[src/rtl/ram_dma_initiator_if.sv]
// Command and RAM-port bundle for the block FILL/COPY initiator.
// The master side issues commands and owns the RAM; the slave side is the initiator.
interface ram_dma_initiator_if #(
    parameter int DATA_W = 16,
    parameter int ADDR_W = 16,
    parameter int LEN_W  = 9
) ();
    logic              start;
    logic              op;
    logic [ADDR_W-1:0] src_addr;
    logic [ADDR_W-1:0] dst_addr;
    logic [LEN_W-1:0]  len;
    logic [DATA_W-1:0] fill_value;
    logic              ready;
    logic              done;
    logic              err;
    logic [ADDR_W-1:0] mem_addr;
    logic [DATA_W-1:0] mem_wdata;
    logic              mem_we;
    logic [DATA_W-1:0] mem_rdata;

    modport master (
        output start, op, src_addr, dst_addr, len, fill_value, mem_rdata,
        input  ready, done, err, mem_addr, mem_wdata, mem_we
    );

    modport slave (
        input  start, op, src_addr, dst_addr, len, fill_value, mem_rdata,
        output ready, done, err, mem_addr, mem_wdata, mem_we
    );
endinterface

[src/rtl/ram_dma_initiator.sv]
// Block FILL / COPY engine driving the data RAM port; one command at a time,
// range-checked before any write, completion or rejection reported by one-cycle pulses.
module ram_dma_initiator #(
    parameter int DATA_W = 16,
    parameter int ADDR_W = 16,
    parameter int DEPTH  = 256,
    parameter int LEN_W  = 9
) (
    input  logic                  clk,
    input  logic                  reset,
    ram_dma_initiator_if.slave    bus
);
    localparam int SUM_W = ADDR_W + 1;
    typedef logic [SUM_W-1:0] sum_t;

    typedef enum logic [2:0] {
        S_IDLE,
        S_CHECK,
        S_FILL_WR,
        S_COPY_RD,
        S_COPY_WR,
        S_DONE,
        S_ERR
    } state_t;

    state_t            state_q, state_d;
    logic              op_q, op_d;
    logic [ADDR_W-1:0] src_q, src_d;
    logic [ADDR_W-1:0] dst_q, dst_d;
    logic [LEN_W-1:0]  len_q, len_d;
    logic [LEN_W-1:0]  i_q, i_d;
    logic [DATA_W-1:0] fill_q, fill_d;
    logic [ADDR_W-1:0] mem_addr_q, mem_addr_d;
    logic [DATA_W-1:0] mem_wdata_q, mem_wdata_d;
    logic              mem_we_q, mem_we_d;
    logic              ready_q, ready_d;
    logic              done_q, done_d;
    logic              err_q, err_d;

    sum_t              dst_end_s;
    sum_t              src_end_s;
    logic              range_err_s;
    logic              last_word_s;

    // Range/overlap legality of the latched command; one extra bit so nothing wraps.
    always_comb begin
        dst_end_s   = sum_t'(dst_q) + sum_t'(len_q);
        src_end_s   = sum_t'(src_q) + sum_t'(len_q);
        range_err_s = (dst_end_s > sum_t'(DEPTH)) ||
                      (op_q && ((src_end_s > sum_t'(DEPTH)) ||
                                ((dst_q > src_q) && (sum_t'(dst_q) < src_end_s))));
        last_word_s = (i_q == (len_q - LEN_W'(1)));
    end

    // Next state, command latch and word counter.
    always_comb begin
        state_d = state_q;
        op_d    = op_q;
        src_d   = src_q;
        dst_d   = dst_q;
        len_d   = len_q;
        fill_d  = fill_q;
        i_d     = i_q;
        case (state_q)
            S_IDLE: begin
                if (bus.start) begin
                    op_d    = bus.op;
                    src_d   = bus.src_addr;
                    dst_d   = bus.dst_addr;
                    len_d   = bus.len;
                    fill_d  = bus.fill_value;
                    i_d     = '0;
                    state_d = S_CHECK;
                end else begin
                    state_d = S_IDLE;
                end
            end
            S_CHECK: begin
                if (range_err_s) begin
                    state_d = S_ERR;
                end else if (len_q == '0) begin
                    state_d = S_DONE;
                end else if (op_q) begin
                    state_d = S_COPY_RD;
                end else begin
                    state_d = S_FILL_WR;
                end
            end
            S_FILL_WR: begin
                if (last_word_s) begin
                    state_d = S_DONE;
                end else begin
                    i_d = i_q + LEN_W'(1);
                end
            end
            S_COPY_RD: state_d = S_COPY_WR;
            S_COPY_WR: begin
                if (last_word_s) begin
                    state_d = S_DONE;
                end else begin
                    i_d     = i_q + LEN_W'(1);
                    state_d = S_COPY_RD;
                end
            end
            S_DONE:  state_d = S_IDLE;
            S_ERR:   state_d = S_IDLE;
            default: state_d = S_IDLE;
        endcase
    end

    // Outputs are decoded from the next state so they change on the same edge as the state.
    always_comb begin
        ready_d  = (state_d == S_IDLE);
        done_d   = (state_d == S_DONE);
        err_d    = (state_d == S_ERR);
        mem_we_d = (state_d == S_FILL_WR) || (state_d == S_COPY_WR);
        case (state_d)
            S_FILL_WR, S_COPY_WR: mem_addr_d = dst_q + ADDR_W'(i_d);
            S_COPY_RD:            mem_addr_d = src_q + ADDR_W'(i_d);
            default:              mem_addr_d = mem_addr_q;
        endcase
        // The copied word is only known during COPY_WR; keep it afterwards so wdata holds.
        if (state_d == S_FILL_WR) begin
            mem_wdata_d = fill_q;
        end else if (state_q == S_COPY_WR) begin
            mem_wdata_d = bus.mem_rdata;
        end else begin
            mem_wdata_d = mem_wdata_q;
        end
    end

    // State and registered-output flops.
    always_ff @(posedge clk or negedge reset) begin
        if (!reset) begin
            state_q     <= S_IDLE;
            op_q        <= 1'b0;
            src_q       <= '0;
            dst_q       <= '0;
            len_q       <= '0;
            fill_q      <= '0;
            i_q         <= '0;
            mem_addr_q  <= '0;
            mem_wdata_q <= '0;
            mem_we_q    <= 1'b0;
            ready_q     <= 1'b1;
            done_q      <= 1'b0;
            err_q       <= 1'b0;
        end else begin
            state_q     <= state_d;
            op_q        <= op_d;
            src_q       <= src_d;
            dst_q       <= dst_d;
            len_q       <= len_d;
            fill_q      <= fill_d;
            i_q         <= i_d;
            mem_addr_q  <= mem_addr_d;
            mem_wdata_q <= mem_wdata_d;
            mem_we_q    <= mem_we_d;
            ready_q     <= ready_d;
            done_q      <= done_d;
            err_q       <= err_d;
        end
    end

    // RAM read data arrives registered, so the copy write passes it straight through.
    assign bus.mem_wdata = (state_q == S_COPY_WR) ? bus.mem_rdata : mem_wdata_q;
    assign bus.mem_addr  = mem_addr_q;
    assign bus.mem_we    = mem_we_q;
    assign bus.ready     = ready_q;
    assign bus.done      = done_q;
    assign bus.err       = err_q;
endmodule

[src/flat_wrapper.sv]
// flat-port wrapper written by rule: the top's interface ports become plain ports
module ram_dma_initiator_flat 
#(
    parameter int DATA_W = 16,
    parameter int ADDR_W = 16,
    parameter int DEPTH  = 256,
    parameter int LEN_W  = 9
)
  (clk, reset, bus_start, bus_op, bus_src_addr, bus_dst_addr, bus_len, bus_fill_value, bus_mem_rdata, bus_ready, bus_done, bus_err, bus_mem_addr, bus_mem_wdata, bus_mem_we);
  ram_dma_initiator_if #(.DATA_W(DATA_W), .ADDR_W(ADDR_W), .LEN_W(LEN_W)) bus_i ();
  input  logic clk;
  input  logic reset;
  input wire logic [$bits(bus_i.start)-1:0] bus_start;
  input wire logic [$bits(bus_i.op)-1:0] bus_op;
  input wire logic [$bits(bus_i.src_addr)-1:0] bus_src_addr;
  input wire logic [$bits(bus_i.dst_addr)-1:0] bus_dst_addr;
  input wire logic [$bits(bus_i.len)-1:0] bus_len;
  input wire logic [$bits(bus_i.fill_value)-1:0] bus_fill_value;
  input wire logic [$bits(bus_i.mem_rdata)-1:0] bus_mem_rdata;
  output wire logic [$bits(bus_i.ready)-1:0] bus_ready;
  output wire logic [$bits(bus_i.done)-1:0] bus_done;
  output wire logic [$bits(bus_i.err)-1:0] bus_err;
  output wire logic [$bits(bus_i.mem_addr)-1:0] bus_mem_addr;
  output wire logic [$bits(bus_i.mem_wdata)-1:0] bus_mem_wdata;
  output wire logic [$bits(bus_i.mem_we)-1:0] bus_mem_we;
  assign bus_i.start = bus_start;
  assign bus_i.op = bus_op;
  assign bus_i.src_addr = bus_src_addr;
  assign bus_i.dst_addr = bus_dst_addr;
  assign bus_i.len = bus_len;
  assign bus_i.fill_value = bus_fill_value;
  assign bus_i.mem_rdata = bus_mem_rdata;
  assign bus_ready = bus_i.ready;
  assign bus_done = bus_i.done;
  assign bus_err = bus_i.err;
  assign bus_mem_addr = bus_i.mem_addr;
  assign bus_mem_wdata = bus_i.mem_wdata;
  assign bus_mem_we = bus_i.mem_we;
  ram_dma_initiator #(.DATA_W(DATA_W), .ADDR_W(ADDR_W), .DEPTH(DEPTH), .LEN_W(LEN_W)) u_core (.clk(clk), .reset(reset), .bus(bus_i));
endmodule
[config.mk]
export PLATFORM = sky130hd
export DESIGN_NAME = ram_dma_initiator_flat
export DESIGN_NICKNAME = d
export VERILOG_FILES = /design/src/rtl/ram_dma_initiator_if.sv /design/src/rtl/ram_dma_initiator.sv /design/src/flat_wrapper.sv
export SDC_FILE = /design/constraint.sdc
export NUM_CORES = 1
export LEC_CHECK = 0
export ABC_AREA = 1
export CAP_MARGIN = 20
export CORE_ASPECT_RATIO = 1.1
export CORE_MARGIN = 2
export CORE_UTILIZATION = 55
export CTS_CLUSTER_DIAMETER = 40
export DETAILED_ROUTE_END_ITERATION = 8
export PLACE_DENSITY = 0.81
export SLEW_MARGIN = 10
export SYNTH_ARGS = -nofsm -noshare
export SYNTH_HDL_FRONTEND = slang
export SYNTH_SLANG_ARGS = --single-unit
export TNS_END_PERCENT = 1
[constraint.sdc]
create_clock -name clk -period 13.15 [get_ports clk]
set_input_delay 2.63 -clock clk [delete_from_list [all_inputs] [get_ports clk]]
set_output_delay 2.63 -clock clk [all_outputs]
set_load 0.02 [all_outputs]
# [After elaboration in Yosys (flattened, before gate mapping)]
# Index checks and enable logic that the tools add are counted.
[word_totals] latchBits=0 register_bits=106 romBits=0 elab_cells=58 n_memories=0 ram_bits=0
[op_classes] addsub=6 bitwise=0 mul=0 div=0 n_reduce_logical=12 n_lt_le_gt_ge=4 mux=13 n_shift=0 n_eq_ne=10
[op_table] operator="$add A16 B9 Y17" n=2
[op_table] operator="$gt A17 B9 Y1 const B" n=2
[op_table] operator="$add A16 B9 Y16" n=2
[op_table] operator="$mux W16" n=2
[op_table] operator="$pmux W16 S2" n=1
[op_table] operator="$mux W9" n=2
[op_table] operator="$pmux W9 S2" n=1
[op_table] operator="$lt A16 B17 Y1" n=1
[op_table] operator="$gt A16 B16 Y1" n=1
[op_table] operator="$pmux W3 S5" n=1
[op_table] operator="$eq A3 B2 Y1 const B" n=4
[op_table] operator="$eq A3 B3 Y1 const B" n=4
[op_table] operator="$mux W3" n=4
[op_table] operator="$add A9 B1 Y9 const B" n=1
[op_table] operator="$eq A9 B9 Y1" n=1
[op_table] operator="$logic_not A9 Y1" n=1
[op_table] operator="$sub A9 B1 Y9 const B" n=1
[op_table] operator="$logic_not A3 Y1" n=2
[op_table] operator="$reduce_or A2 Y1" n=2
[op_table] operator="$eq A3 B1 Y1 const B" n=1
[op_table] operator="$logic_or A1 B1 Y1" n=3
[op_table] operator="$logic_and A1 B1 Y1" n=2
[op_table] operator="$mux W1" n=2
[op_table] operator="$reduce_and A2 Y1" n=1
[op_table] operator="$reduce_bool A2 Y1" n=1

# [Logic depth before layout (Yosys ltp)]
[logic_depth] depth_word=11 mapped_depth=49 depth_no_buf=47

# [Worst setup path before layout]
# OpenSTA, ideal clock, no wires.
[synth_path] path_type="input port to flip-flop" start="input bus_start" end="register u_core.mem_addr_q[11] (netlist: u_core.bus.mem_addr[11])" setup_time_ps=117 path_buffers=2 cell_stages=26 t_arrival_ps=5531 slack_ps=7501 required_time_ps=13033 cell_sequence="nand2_1 inv_2 nor2_1 o21ai_1 inv_2 nand2_4 nand2_4 buf_8 clkbuf_1 o21ai_0 ha_1 a21oi_1 nand2_1 a21oi_1 o21bai_1 a21oi_1 o21bai_1 a21oi_1 inv_1 a21oi_1 inv_1 nand3_1 nor2_2 or2_0 nand3_1 nand2_1"
[synth_via] elab_chain_len=5 elab_cells_between_ends=12 cone_classes="2 x add/sub; 3 x eq/ne; 5 x mux; 2 x reduce/logical"
[synth_lines] element="start: declaration" line="flat_wrapper.sv:13" source="input wire logic [$bits(bus_i.start)-1:0] bus_start;"
[synth_lines] element="$mux W1 (*)" line="ram_dma_initiator.sv:66" source="if (bus.start) begin"
[synth_lines] element="$pmux W3 S5 (*)" line="ram_dma_initiator.sv:64" source="case (state_q)"
[synth_lines] element="net u_core.state_d[0]" line="ram_dma_initiator.sv:26" source="state_t state_q, state_d;"
[synth_lines] element="$eq A3 B3 Y1 / $eq A3 B2 Y1 (equally long branches)" line="ram_dma_initiator.sv:117" source="case (state_d)"
[synth_lines] element="$reduce_or A2 Y1" line="ram_dma_initiator.sv:117"
[synth_lines] element="$pmux W16 S2 / $reduce_bool A2 Y1 (equally long branches)"
[synth_lines] element="end signal: assignment" line="ram_dma_initiator.sv:156" source="mem_addr_q <= mem_addr_d;"
[synth_lines] element="end: declaration" line="ram_dma_initiator.sv:33" source="logic [ADDR_W-1:0] mem_addr_q, mem_addr_d;"
# The timed path passes the listed nets; every way through them passes the cells marked *.
# A chain may end at the register's enable or synchronous reset.

# [Worst setup path after layout]
[layout_path] start="input bus_mem_rdata[5]" end="output bus_mem_wdata[5]"
[layout_via] elab_chain_len=1
[layout_lines] element="start: declaration" line="flat_wrapper.sv:19" source="input wire logic [$bits(bus_i.mem_rdata)-1:0] bus_mem_rdata;"
[layout_lines] element="$mux W16" line="ram_dma_initiator.sv:166" source="assign bus.mem_wdata = (state_q == S_COPY_WR) ? bus.mem_rdata : mem_wdata_q;"
[layout_lines] element="end: declaration" line="flat_wrapper.sv:24" source="output wire logic [$bits(bus_i.mem_wdata)-1:0] bus_mem_wdata;"
# No other way between the ends.

==> results by group <==
Placement
  – Setup WS pre-CTS: 6.628 ns
  – GP Congestion: roughly 0.89
  – Final HPWL DP: 15800 microns
  – Buffers on Ports: 112
  – Placed cell count: around 1400

Synthesis
  – Syn_area_per_cell: ~7.1 sq um
  – Top cell type's share of synthesized area: between 30% and 40%
  – Main synth FF type: dfrtp_1
  – Area contributors post-synth: dfrtp_1 (34%), nand2_1 (19%), ha_1 (9.9%)
  – Yosys warns: 0
  – Synthesized area: 7699 sq um
  – Largest area contributor in the synthesized netlist: dfrtp_1
  – Mapped Cells: about 1100
  – Post-synth ARST share: 100.0%
  – Sequential area share after synthesis: about a third
  – Synth unique cells: 54
  – Post-Syn Nets: 1228
  – Post-synth EDFFs: 0
  – Synthesized flop and latch total: roughly 110

STA
  – Final setup fails: 0
  – RSZ-0062 raised after global routing: no
  – Final WS setup: 6.690 ns
  – Slew Viols, Final: 0
  – Clock skew: between 0.005 and 0.006 ns
  – Max-slew headroom: 42.07%
  – Tmin final: ~6.5 ns
  – Fmax: 154.8 MHz
  – Slew @ Worst Pin: 0.8690 ns
  – TNS Setup: 0 ns
  – Hold Vio Cnt, Final: 0
  – Period utilization: between 40% and 50%

Drt
  – DR vias/cell: between 5 and 6
  – Final wirelength: 20380 microns
  – DRC Markers: 0
  – Drt pass-1 iters: 6
  – 1st-iter DRT viols: ~400
  – Vias: ~7400
  – Post-DRT Antenna Nets: 0
  – Routed WL per cell: ~15 microns

Flow run
  – Max-cap check violation count: 0

Finish
  – Fin cells: 1385
  – Layout cells sized above 1: about 6%
  – Final nets: ~1300
  – Ant diodes: 0
  – Area Growth Syn to Fin: 20.28%
  – Final Util: 67.40%

Clocking
  – CTS root buf: clkbuf_16
  – Number of buffers created by CTS: 9
  – Clock-pin slew on the worst setup and hold paths: 0.07 ns
  – Setup bufs post-CTS: 0
  – TritonCTS clock tree: yes
  – Clock Latency Late Sink: 0.36 ns
  – Sink Count: approximately 110
  – H-tree level count: 3
  – Clock buffer depth: 2
  – Hold_buf cts: 0
  – Post_cts resized: 0

GRT
  – Met2 Track Usage GR: 48.96%
  – First-pass GRT wire length: approximately 32000 microns
  – Gr usage total: 27.85%
  – Largest net degree at the start of global routing: 90
  – M3 GR Usage: approximately 3.6%
  – GR peak layer: met2
  – Number of global-route vias before repair: 6867
  – M1 GR Usage: between 30% and 40%
  – Initial antenna violation count: 0
  – GRT overflow: 0

Pwr
  – P per Cell Area: roughly 290 nW/um^2
  – Overall power: between 2000 and 3000 uW
  – Peak supply drop: about 0.00015 V
  – Leak Pwr: around 0.0048 uW

Critical path
  – Critical path required time: roughly 11 ns
  – CP max stage cell: clkdlybuf4s50_1
  – Critical Setup Path Class: in2out
  – Crit end category: output pin
  – CP cell instances: clkdlybuf4s50_1 -> nand2_1 -> nand2_1 -> clkdlybuf4s50_1
  – Worst Path Arrival: roughly 3.8 ns
  – Startpoint types: input pin
  – Bufs and invs on worst path: 2
  – Critical path's largest stage delay: a little under 0.6 ns
  – Crit-path max FO: 2
  – Critical path's top delay family: buffers and inverters

Floorplanning
  – Die ar.: roughly 15000 sq um
  – Chip width: around 120 microns
  – I/O pins: ~110
  – Row count: 45
  – Core area: approximately 14000 sq um
  – Die height: roughly 130 microns
  – Initial Util: between 50% and 60%

Min path
  – HP Class: reg2reg

Outcome
  – Status: complete, no violations
[cell families after synthesis]
family / after synthesis / share of synthesized area, %
flops: 106 / 34.47
xor+xnor: 28 / 3.186
fa+ha+maj: 64 / 10.69
compound gates: 140 / 10.11
buf+inv: 149 / 7.768
simple gates: 599 / 33.64
mux: 1 / 0.1300
[layout make-up]
| class | instances | area (sq um) |
|---|---|---|
| Timing Repair Buffer | 116 | 1149 |
| Fill cell | 1221 | 4478 |
| Inverter | 127 | 478.0 |
| Multi-Input combinational cell | 832 | 4447 |
| Sequential cell | 106 | 2654 |
| Clock buffer | 9 | 225.2 |
| Clock inverter | 7 | 72.57 |
| Tap cell | 188 | 235.2 |
[path summary, 6_finish.rpt]
kind | startpoint | endpoint | slack [ns] | cells after the start
min in group asynchronous | reset | u_core.len_q[2]$_DFFE_PN0P_ | 2.22 | 1
setup / recovery | bus_mem_rdata[5] | bus_mem_wdata[5] | 6.69 | 4
max in group asynchronous | reset | u_core.bus.mem_addr[4]$_DFFE_PN0P_ | 9.71 | 2
hold / removal | u_core.fill_q[15]$_DFFE_PN0P_ | u_core.fill_q[15]$_DFFE_PN0P_ | 0.49 | 2
hold reg to reg | u_core.fill_q[15]$_DFFE_PN0P_ | u_core.fill_q[15]$_DFFE_PN0P_ | 0.49 | 2
setup reg to reg | u_core.len_q[0]$_DFFE_PN0P_ | u_core.bus.mem_addr[11]$_DFFE_PN0P_ | 7.05 | 42
[synthesized netlist by cell type (14+ instances only)]
cell type and instances:
nor2_1 66, a21oi_1 37, o21ai_0 55, nand3_1 63, xor2_1 15, a31oi_1 16, ha_1 61, dfrtp_1 105
nand2_1 397, clkbuf_1 14, nand2_2 14, inv_1 120
[metrics by stage]
step                      instance area (sq um)  hold WS (ns)
after global routing                       9260        0.5199
after global placement                     8955        0.4632
after CTS                                  9253        0.4869
after floorplan                            7699        0.4495
after detailed placement                   8955        0.4651
final                                      9260        0.4902
[worst reg2reg max path: cells and delay by family, from the launching register on]
family	cells	cell delay [ns]
AOI/OAI and AO/OA	8	1.35
buffers and inverters	3	0.19
adders and majority gates	4	1.40
and+or+nand+nor	26	2.38
xor gates and xnor gates	1	0.20
DFF	1	0.46
[placed cells by master (no fill, tap or decap), drive strengths merged, types with 2 or more instances in the layout]
master	Yosys	final
o21a	2	2
xor2	15	15
o21ai	69	69
xnor2	13	13
nand3	68	68
nand2	417	417
clkinv	2	6
nor2	75	75
inv	125	127
o21bai	2	2
fa	3	3
buf	8	5
a21oi	38	38
a31oi	16	16
ha	61	61
o22ai	2	2
or2	7	7
o211ai	3	3
nand4	11	11
nand3b	4	4
dfrtp	105	105
and2	2	2
clkdlybuf4s50	0	111
nor3b	2	2
a21boi	2	2
clkbuf	14	9
nor4	2	2
nor3	11	11
[registers in the layout (all words and copies together), names as in the netlist, 3 cells and up]
register             flops
u_core.dst_q            16
u_core.mem_wdata_q      16
u_core.len_q             9
u_core.fill_q           16
u_core.src_q            16
u_core.state_q           3
u_core.bus.mem_addr     16
u_core.i_q               9
[report_power, final]
group | switching [uW] | internal [uW]
registers | 171 | 484
clock network | 138 | 134
logic | 1070 | 669
[routing by layer]
layer	part of all wire, %	vias up
met2	49	225
li1	-	3705
met3	5.6	58
met4	4.3	0
met1	42	3384
met5	0	-
Power figures use the tool's default switching activity.
